==> src/rtl/led_blinker_multi.sv <==
// Multi-channel LED blinker: shared tick prescaler, per-channel half-period from SW rate codes.
// Optional hold on SW[9] is compiled in with `define BLINKER_HOLD_EN.

module led_blinker_chan #(
    parameter int CW         = 4,
    parameter int BASE_TICKS = 2
) (
    input  logic       clk,
    input  logic       rst,
    input  logic       en,
    input  logic       tick,
    input  logic [1:0] code,
    output logic       led
);
    logic [CW-1:0] cnt_q, cnt_d;
    logic          led_q, led_d;
    logic [31:0]   half_m1;

    always_comb begin
        half_m1 = (32'(BASE_TICKS) << code) - 32'd1;
        cnt_d   = cnt_q;
        led_d   = led_q;
        if (!en) begin
            cnt_d = '0;
            led_d = 1'b0;
        end else if (tick) begin
            // >= rather than == so a lowered rate past the current count toggles at once
            if (32'(cnt_q) >= half_m1) begin
                cnt_d = '0;
                led_d = ~led_q;
            end else begin
                cnt_d = cnt_q + CW'(1);
            end
        end
    end

    always_ff @(posedge clk or posedge rst) begin
        if (rst) begin
            cnt_q <= '0;
            led_q <= 1'b0;
        end else begin
            cnt_q <= cnt_d;
            led_q <= led_d;
        end
    end

    assign led = led_q;
endmodule

module led_blinker_multi #(
    parameter int CLK_HZ     = 50_000_000,
    parameter int TICK_HZ    = 1000,
    parameter int CHANNELS   = 4,
    parameter int BASE_TICKS = 125
) (
    input  logic                CLOCK_50,
    input  logic                RESET,
    input  logic [9:0]          SW,
    output logic [CHANNELS-1:0] LEDG
);
    localparam int DIV = CLK_HZ / TICK_HZ;
    localparam int PW  = $clog2(DIV);
    localparam int CW  = $clog2(8 * BASE_TICKS);

`ifdef BLINKER_HOLD_EN
    localparam int SW_N = 2 * CHANNELS + 2;
`else
    localparam int SW_N = 2 * CHANNELS + 1;
`endif

    logic [SW_N-1:0] sw_raw;
    logic [SW_N-1:0] sw_meta_q, sw_meta_d;
    logic [SW_N-1:0] sw_s_q, sw_s_d;
    logic [PW-1:0]   presc_q, presc_d;
    logic            en_s, hold_s, tick;
    logic            unused_sw;

    // Only rate, enable (and hold) bits get a synchroniser; the rest of SW is ignored
`ifdef BLINKER_HOLD_EN
    assign sw_raw = {SW[9], SW[8], SW[2*CHANNELS-1:0]};
    assign hold_s = sw_s_q[SW_N-1];
`else
    assign sw_raw = {SW[8], SW[2*CHANNELS-1:0]};
    assign hold_s = 1'b0;
`endif
    assign en_s      = sw_s_q[2*CHANNELS];
    assign unused_sw = ^SW;

    always_comb begin
        sw_meta_d = sw_raw;
        sw_s_d    = sw_meta_q;
        presc_d   = presc_q;
        if (!en_s) begin
            presc_d = '0;
        end else if (!hold_s) begin
            presc_d = (presc_q == PW'(DIV - 1)) ? '0 : presc_q + PW'(1);
        end
    end

    assign tick = en_s & ~hold_s & (presc_q == PW'(DIV - 1));

    always_ff @(posedge CLOCK_50 or posedge RESET) begin
        if (RESET) begin
            sw_meta_q <= '0;
            sw_s_q    <= '0;
            presc_q   <= '0;
        end else begin
            sw_meta_q <= sw_meta_d;
            sw_s_q    <= sw_s_d;
            presc_q   <= presc_d;
        end
    end

    for (genvar c = 0; c < CHANNELS; c++) begin : g_chan
        led_blinker_chan #(
            .CW         (CW),
            .BASE_TICKS (BASE_TICKS)
        ) u_chan (
            .clk  (CLOCK_50),
            .rst  (RESET),
            .en   (en_s),
            .tick (tick),
            .code (sw_s_q[2*c+1:2*c]),
            .led  (LEDG[c])
        );
    end
endmodule

==> config.mk <==
export PLATFORM = sky130hd
export DESIGN_NAME = led_blinker_multi
export DESIGN_NICKNAME = d
export VERILOG_FILES = /design/src/rtl/led_blinker_multi.sv
export SDC_FILE = /design/constraint.sdc
export NUM_CORES = 1
export LEC_CHECK = 0
export ABC_CLOCK_PERIOD_IN_PS = 6400
export CORE_ASPECT_RATIO = 2
export CORE_MARGIN = 10
export CORE_UTILIZATION = 52
export DETAILED_ROUTE_END_ITERATION = 10
export GPL_TIMING_DRIVEN = 0
export PLACE_DENSITY = 0.74
export SLEW_MARGIN = 5
export SYNTH_ARGS = -nofsm -noshare
export SYNTH_HDL_FRONTEND = slang
export SYNTH_SLANG_ARGS = --single-unit
export TNS_END_PERCENT = 10
==> constraint.sdc <==
create_clock -name CLOCK_50 -period 6.4 [get_ports CLOCK_50]
set_clock_uncertainty 0.05 [all_clocks]
set_input_delay 1.28 -clock CLOCK_50 [delete_from_list [all_inputs] [get_ports CLOCK_50]]
set_output_delay 1.28 -clock CLOCK_50 [all_outputs]
set_load 0.05 [all_outputs]
======== Word-level counts from Yosys, hierarchy flattened ========
Cells that the tools add are included.
storage, ports and cells
  word-level logic and storage cells ...... 69
  register bits ........................... 78
cells by class
  add/sub/neg operators ................... 9
  reduce and logical (&&, ||, !) cells .... 4
  order comparisons ....................... 4
  shifts and indexed selects .............. 4
  equality and inequality tests ........... 6
  bitwise gates (word level) .............. 5
  muxes and demuxes ....................... 26
operator list
  cell                     count
  $ge A10 B32 Y1           4
  $shl A7 B2 Y32 const A   4
  $sub A32 B1 Y32 const B  4
  $mux W10                 12
  $add A10 B1 Y10 const B  4
  $mux W16                 2
  $add A16 B1 Y16 const B  1
  $eq A16 B16 Y1 const B   1
  $mux W1                  12
  $ne A2 B1 Y1 const B     5
  $reduce_and A2 Y1        4
  $not A1 Y1               4
  $and A1 B1 Y1            1

======== Depth between registers and ports, before layout ========
  depth in word-level cells ............... 6
  gate-level depth with buffers ........... 11

======== By module ========
A second synthesis with hierarchy kept.
unflattened totals
  cell total of the unflattened synthesis .. 469
  area total of the unflattened synthesis .. 4684.5 sq um
modules (own cells, without submodules)
  module                                    times used  area each (sq um)  cells an instance
  led_blinker_chan at g_chan[0].u_chan ...  2           864.6              95
  led_blinker_chan at g_chan[2].u_chan ...  2           832.0              90
  led_blinker_multi                         1           1291.2             99

======== Worst setup path after synthesis ========
No wires, ideal clock.
  kind .................................... register to register
  start point ............................. reg sw_s_q[3]
  end point ............................... reg g_chan[1].u_chan.cnt_q[1]
  period minus slack after synthesis ...... 2350 ps
  data required time ...................... 6267 ps
  arrival time ............................ 2218 ps
  buffers on the path ..................... 1
  slack ................................... 4050 ps
  setup time .............................. 83 ps
  cell stages (with the launch flop) ...... 12
  cells stage by stage .................... dfrtp_1 inv_1 ha_1 inv_1 and3_1 ha_1 a21o_1 a221oi_1 o21a_1 clkbuf_1 nand2_1 o21ai_0
on the way
  longest elaborated chain between the ends .. 6
RTL lines
  element                 line  text
  start, declared         73    logic [SW_N-1:0] sw_s_q, sw_s_d;
  start signal, assigned  109   sw_s_q <= sw_s_d;
  $shl A7 B2 Y32          20    half_m1 = (32'(BASE_TICKS) << code) - 32'd1;
  $sub A32 B1 Y32         20
  $ge A10 B32 Y1          28    if (32'(cnt_q) >= half_m1) begin
  $mux W10                28
  $mux W10                26    end else if (tick) begin
  $mux W10                23    if (!en) begin
  end signal, assigned    42    cnt_q <= cnt_d;
  end, declared           15    logic [CW-1:0] cnt_q, cnt_d;
No other way between the ends. The select of a mux whose other input is x is not followed.
A chain may end at the register's enable or synchronous reset.

======== Final worst setup path ========
  start point ............................. reg g_chan[1].u_chan.led_q
  end point ............................... out LEDG[1]
RTL lines
  element                 line  text
  start, declared         16    logic led_q, led_d;
  start signal, assigned  43    led_q <= led_d;
  end, declared           59    output logic [CHANNELS-1:0] LEDG
No word-level cell between the ends.

==> flow_metrics.tcl <==
set metrics [dict create \
    outcome "completed" \
    slew_headroom_pct 51.0 \
    synth_area_sq_mm 0.00461 \
    top_usage_layer "met2" \
    tritoncts "done" \
    hold_viol 0 \
    postCtsResizedCells 0 \
    ys.flop_type "dfrtp_1" \
    synthArstFlopShare_pct 100 \
    p_leak_nw 2.42 \
    swShare_pct 24.6 \
    max_freq_mhz 339 \
    wl_per_cell_microns 16.6 \
    ctsLongestPathBuffers 2 \
    ys_types 47 \
    slowest_delay_ns 0.79 \
    clk_pin_slew_worst_paths_ns 0.06 \
    critical_path_required_ns 5.07 \
    ys_ff_latch 78 \
    ir_drop_v 0.000150 \
    post-cts-setup-buffers 0 \
    die_area_sq_mm 0.0133 \
    synth_enable_flop_cells 0 \
    numCtsBuffers 9 \
    ant_nets 0 \
    via_per_inst 5.98 \
    antenna_found_initial 0 \
    cpMaxStageDelayCell "clkdlybuf4s50_1" \
    grtUsageMet2_pct 29.8 \
    area_growth_pct 12.1 \
    p_switching_mw 0.259 \
    grt_pass1_vias 3739 \
    grt_remaining_overflow 0 \
    drt_iter0_markers 200 \
    synth.most_common_cell "dfrtp_1" \
    cts_hold_buf 0 \
    pwr-share-clk_pct 43.5 \
    core_sq_mm 0.00865 \
    setup_tns_ns 0 \
    io_buffers 14 \
    timing.rr.start "sw_s_q[1]" \
    maxSlewViolCount 0 \
    setup_violations 0 \
    row_count 48 \
    path_class "reg2out" \
    grt_max_degree 45 \
    pin_count 16 \
    grt_pass1_wl_microns 17400 \
    fin_crit_ns 2.95 \
    p_total_mw 1.05 \
    dieHeight_microns 153 \
    via_count 3630 \
    timing.hold.ws_ns 0.296 \
    worstPathArrival_ns 1.62 \
    drc 0 \
    drv_cap 0 \
    grtUsageTotal_pct 16.0 \
    startpoint_type "register" \
    power.density_mw_per_mm2 204 \
    die_x_microns 86.6 \
    finalNetCount 569 \
    worstMarginPinSlew_ns 0.727 \
    cts.sinks 78 \
    crit_chain "buf_4, clkdlybuf4s50_1" \
    min_from "sw_meta_q[7]" \
    firstDrtPassIters 4 \
    routed_wirelength_microns 10100 \
    grt_util_met1_pct 15.8 \
    avgSynthCellArea_sq_um 9.67 \
    pwr-share-comb_pct 7.7 \
    dpl.hpwl_microns 7710 \
    post_dp_cell_area_sq_mm 0.00491 \
    synth_top_area_share_pct 42.3 \
    layout-drive-gt1-share_pct 6.71 \
    diodes 0 \
    ys_warn_count 0 \
    syn_inst 477 \
    clock_latency_ns 0.34 \
    end_kind "output port" \
    synthTopCellsByArea "dfrtp_1 42%, ha_1 15%, a21oi_1 3.4%" \
    root_buffer "clkbuf_16" \
    cp_max_fo 3 \
    syn_nets 543 \
    cp-startpoint "g_chan[1].u_chan.led" \
    crit_family "buffers and inverters" \
    place.gp.congestion 0.865 \
    synth_commonest_cells "78 x dfrtp_1, 54 x ha_1, 40 x nand2_1" \
    yosysSeqAreaShare_pct 42.3 \
    path_buf_inv 2 \
    pwr-share-seq_pct 48.9 \
    fin_crit_sh_pct 46.1 \
    p_int_mw 0.794 \
    globalRouteMet3Util_pct 2.71 \
    htree_num_levels 3 \
    worstHoldPathType "reg2reg" \
    start_util_pct 53.3 \
    design_area_sq_mm 0.00517 \
    rsz0062_at_grt "false" \
    synth_top_area_cell "dfrtp_1" \
]
==> state kept, by name, indices dropped and copies added (netlist names) <==
name                 count
g_chan.u_chan.cnt_q     40
g_chan.u_chan.led        4
presc_q                 16
sw_meta_q                9
sw_s_q                   9
==> worst paths after layout <==
kind,depth (start not counted),endpoint,slack (ns)
max,2,LEDG[1],3.45
min,0,sw_s_q[7],0.30
max reg2reg,10,g_chan[0].u_chan.cnt_q[8],3.55
min reg2reg,0,sw_s_q[7],0.30
max in group asynchronous,3,sw_meta_q[6],4.47
min in group asynchronous,2,sw_meta_q[2],1.26
==> metrics by stage <==
step	utilization, %	worst slack, ns	std cells
final	59.8	3.45	607
after global routing	59.8	3.28	607
after CTS	59.8	3.44	607
after detailed placement	56.8	3.57	592
after global placement	56.4	1.79	591
after floorplan	-	3.07	477
==> power by group through the flow <==
stage	combinational, mW	clock, mW	sequential [mW]
after floorplan	0.0536	0	0.520
after global placement	0.0753	0	0.523
after detailed placement	0.0819	0	0.524
after CTS	0.0821	0.465	0.515
after global routing	0.0923	0.485	0.517
final	0.0806	0.458	0.515
==> cell type report <==
type | count | area (sq um)
repair buffers | 15 | 168
well taps | 100 | 125
plain buffers | 18 | 90.1
clock inverters | 6 | 38.8
fillers | 754 | 3480
inverters | 32 | 123
clock buffers | 9 | 225
multi-input cells | 349 | 2450
flip-flops and latches | 78 | 1950
==> layer usage <==
layer / up-vias / routed length [microns]
li1: 1769 / -
met1: 1750 / 3570
met4: 0 / 337
met2: 83 / 5890
met5: - / 0
met3: 28 / 300
==> cell usage in the layout (no fill, tap or decap), types with 3 or more instances in the layout <==
| cell | n |
|---|---|
| clkbuf_1 | 6 |
| or2_2 | 3 |
| o2111ai_1 | 3 |
| inv_1 | 31 |
| nand4_1 | 10 |
| o21ai_0 | 28 |
| and4_1 | 9 |
| xor2_1 | 10 |
| buf_2 | 6 |
| dfrtp_1 | 78 |
| nand3_1 | 19 |
| clkinv_2 | 3 |
| a22o_1 | 7 |
| nand2_1 | 40 |
| a21oi_1 | 31 |
| mux2i_1 | 4 |
| and3_1 | 15 |
| o211ai_1 | 4 |
| nor3_1 | 4 |
| o21a_1 | 7 |
| nor2b_1 | 8 |
| clkbuf_16 | 9 |
| buf_4 | 4 |
| clkdlybuf4s50_1 | 14 |
| o22ai_1 | 4 |
| a21o_1 | 4 |
| o221ai_1 | 3 |
| a31oi_1 | 9 |
| a211oi_1 | 9 |
| nand2b_1 | 4 |
| xnor2_1 | 10 |
| or3_1 | 6 |
| nor2_1 | 24 |
| ha_1 | 54 |
| and2_1 | 3 |
==> kinds of logic (layout without fill, tap and decap cells) <==
group / after synthesis / in the layout / share of synthesized area, %
AOI/OAI and AO/OA: 117 / 117 / 16.1
xor gates and xnor gates: 20 / 20 / 3.80
adders and majority gates: 54 / 54 / 14.6
buffers and inverters: 50 / 80 / 4.56
DFF: 78 / 78 / 42.3
muxes: 4 / 4 / 0.868
and+or+nand+nor: 154 / 154 / 17.7
Power figures use the tool's default switching activity.
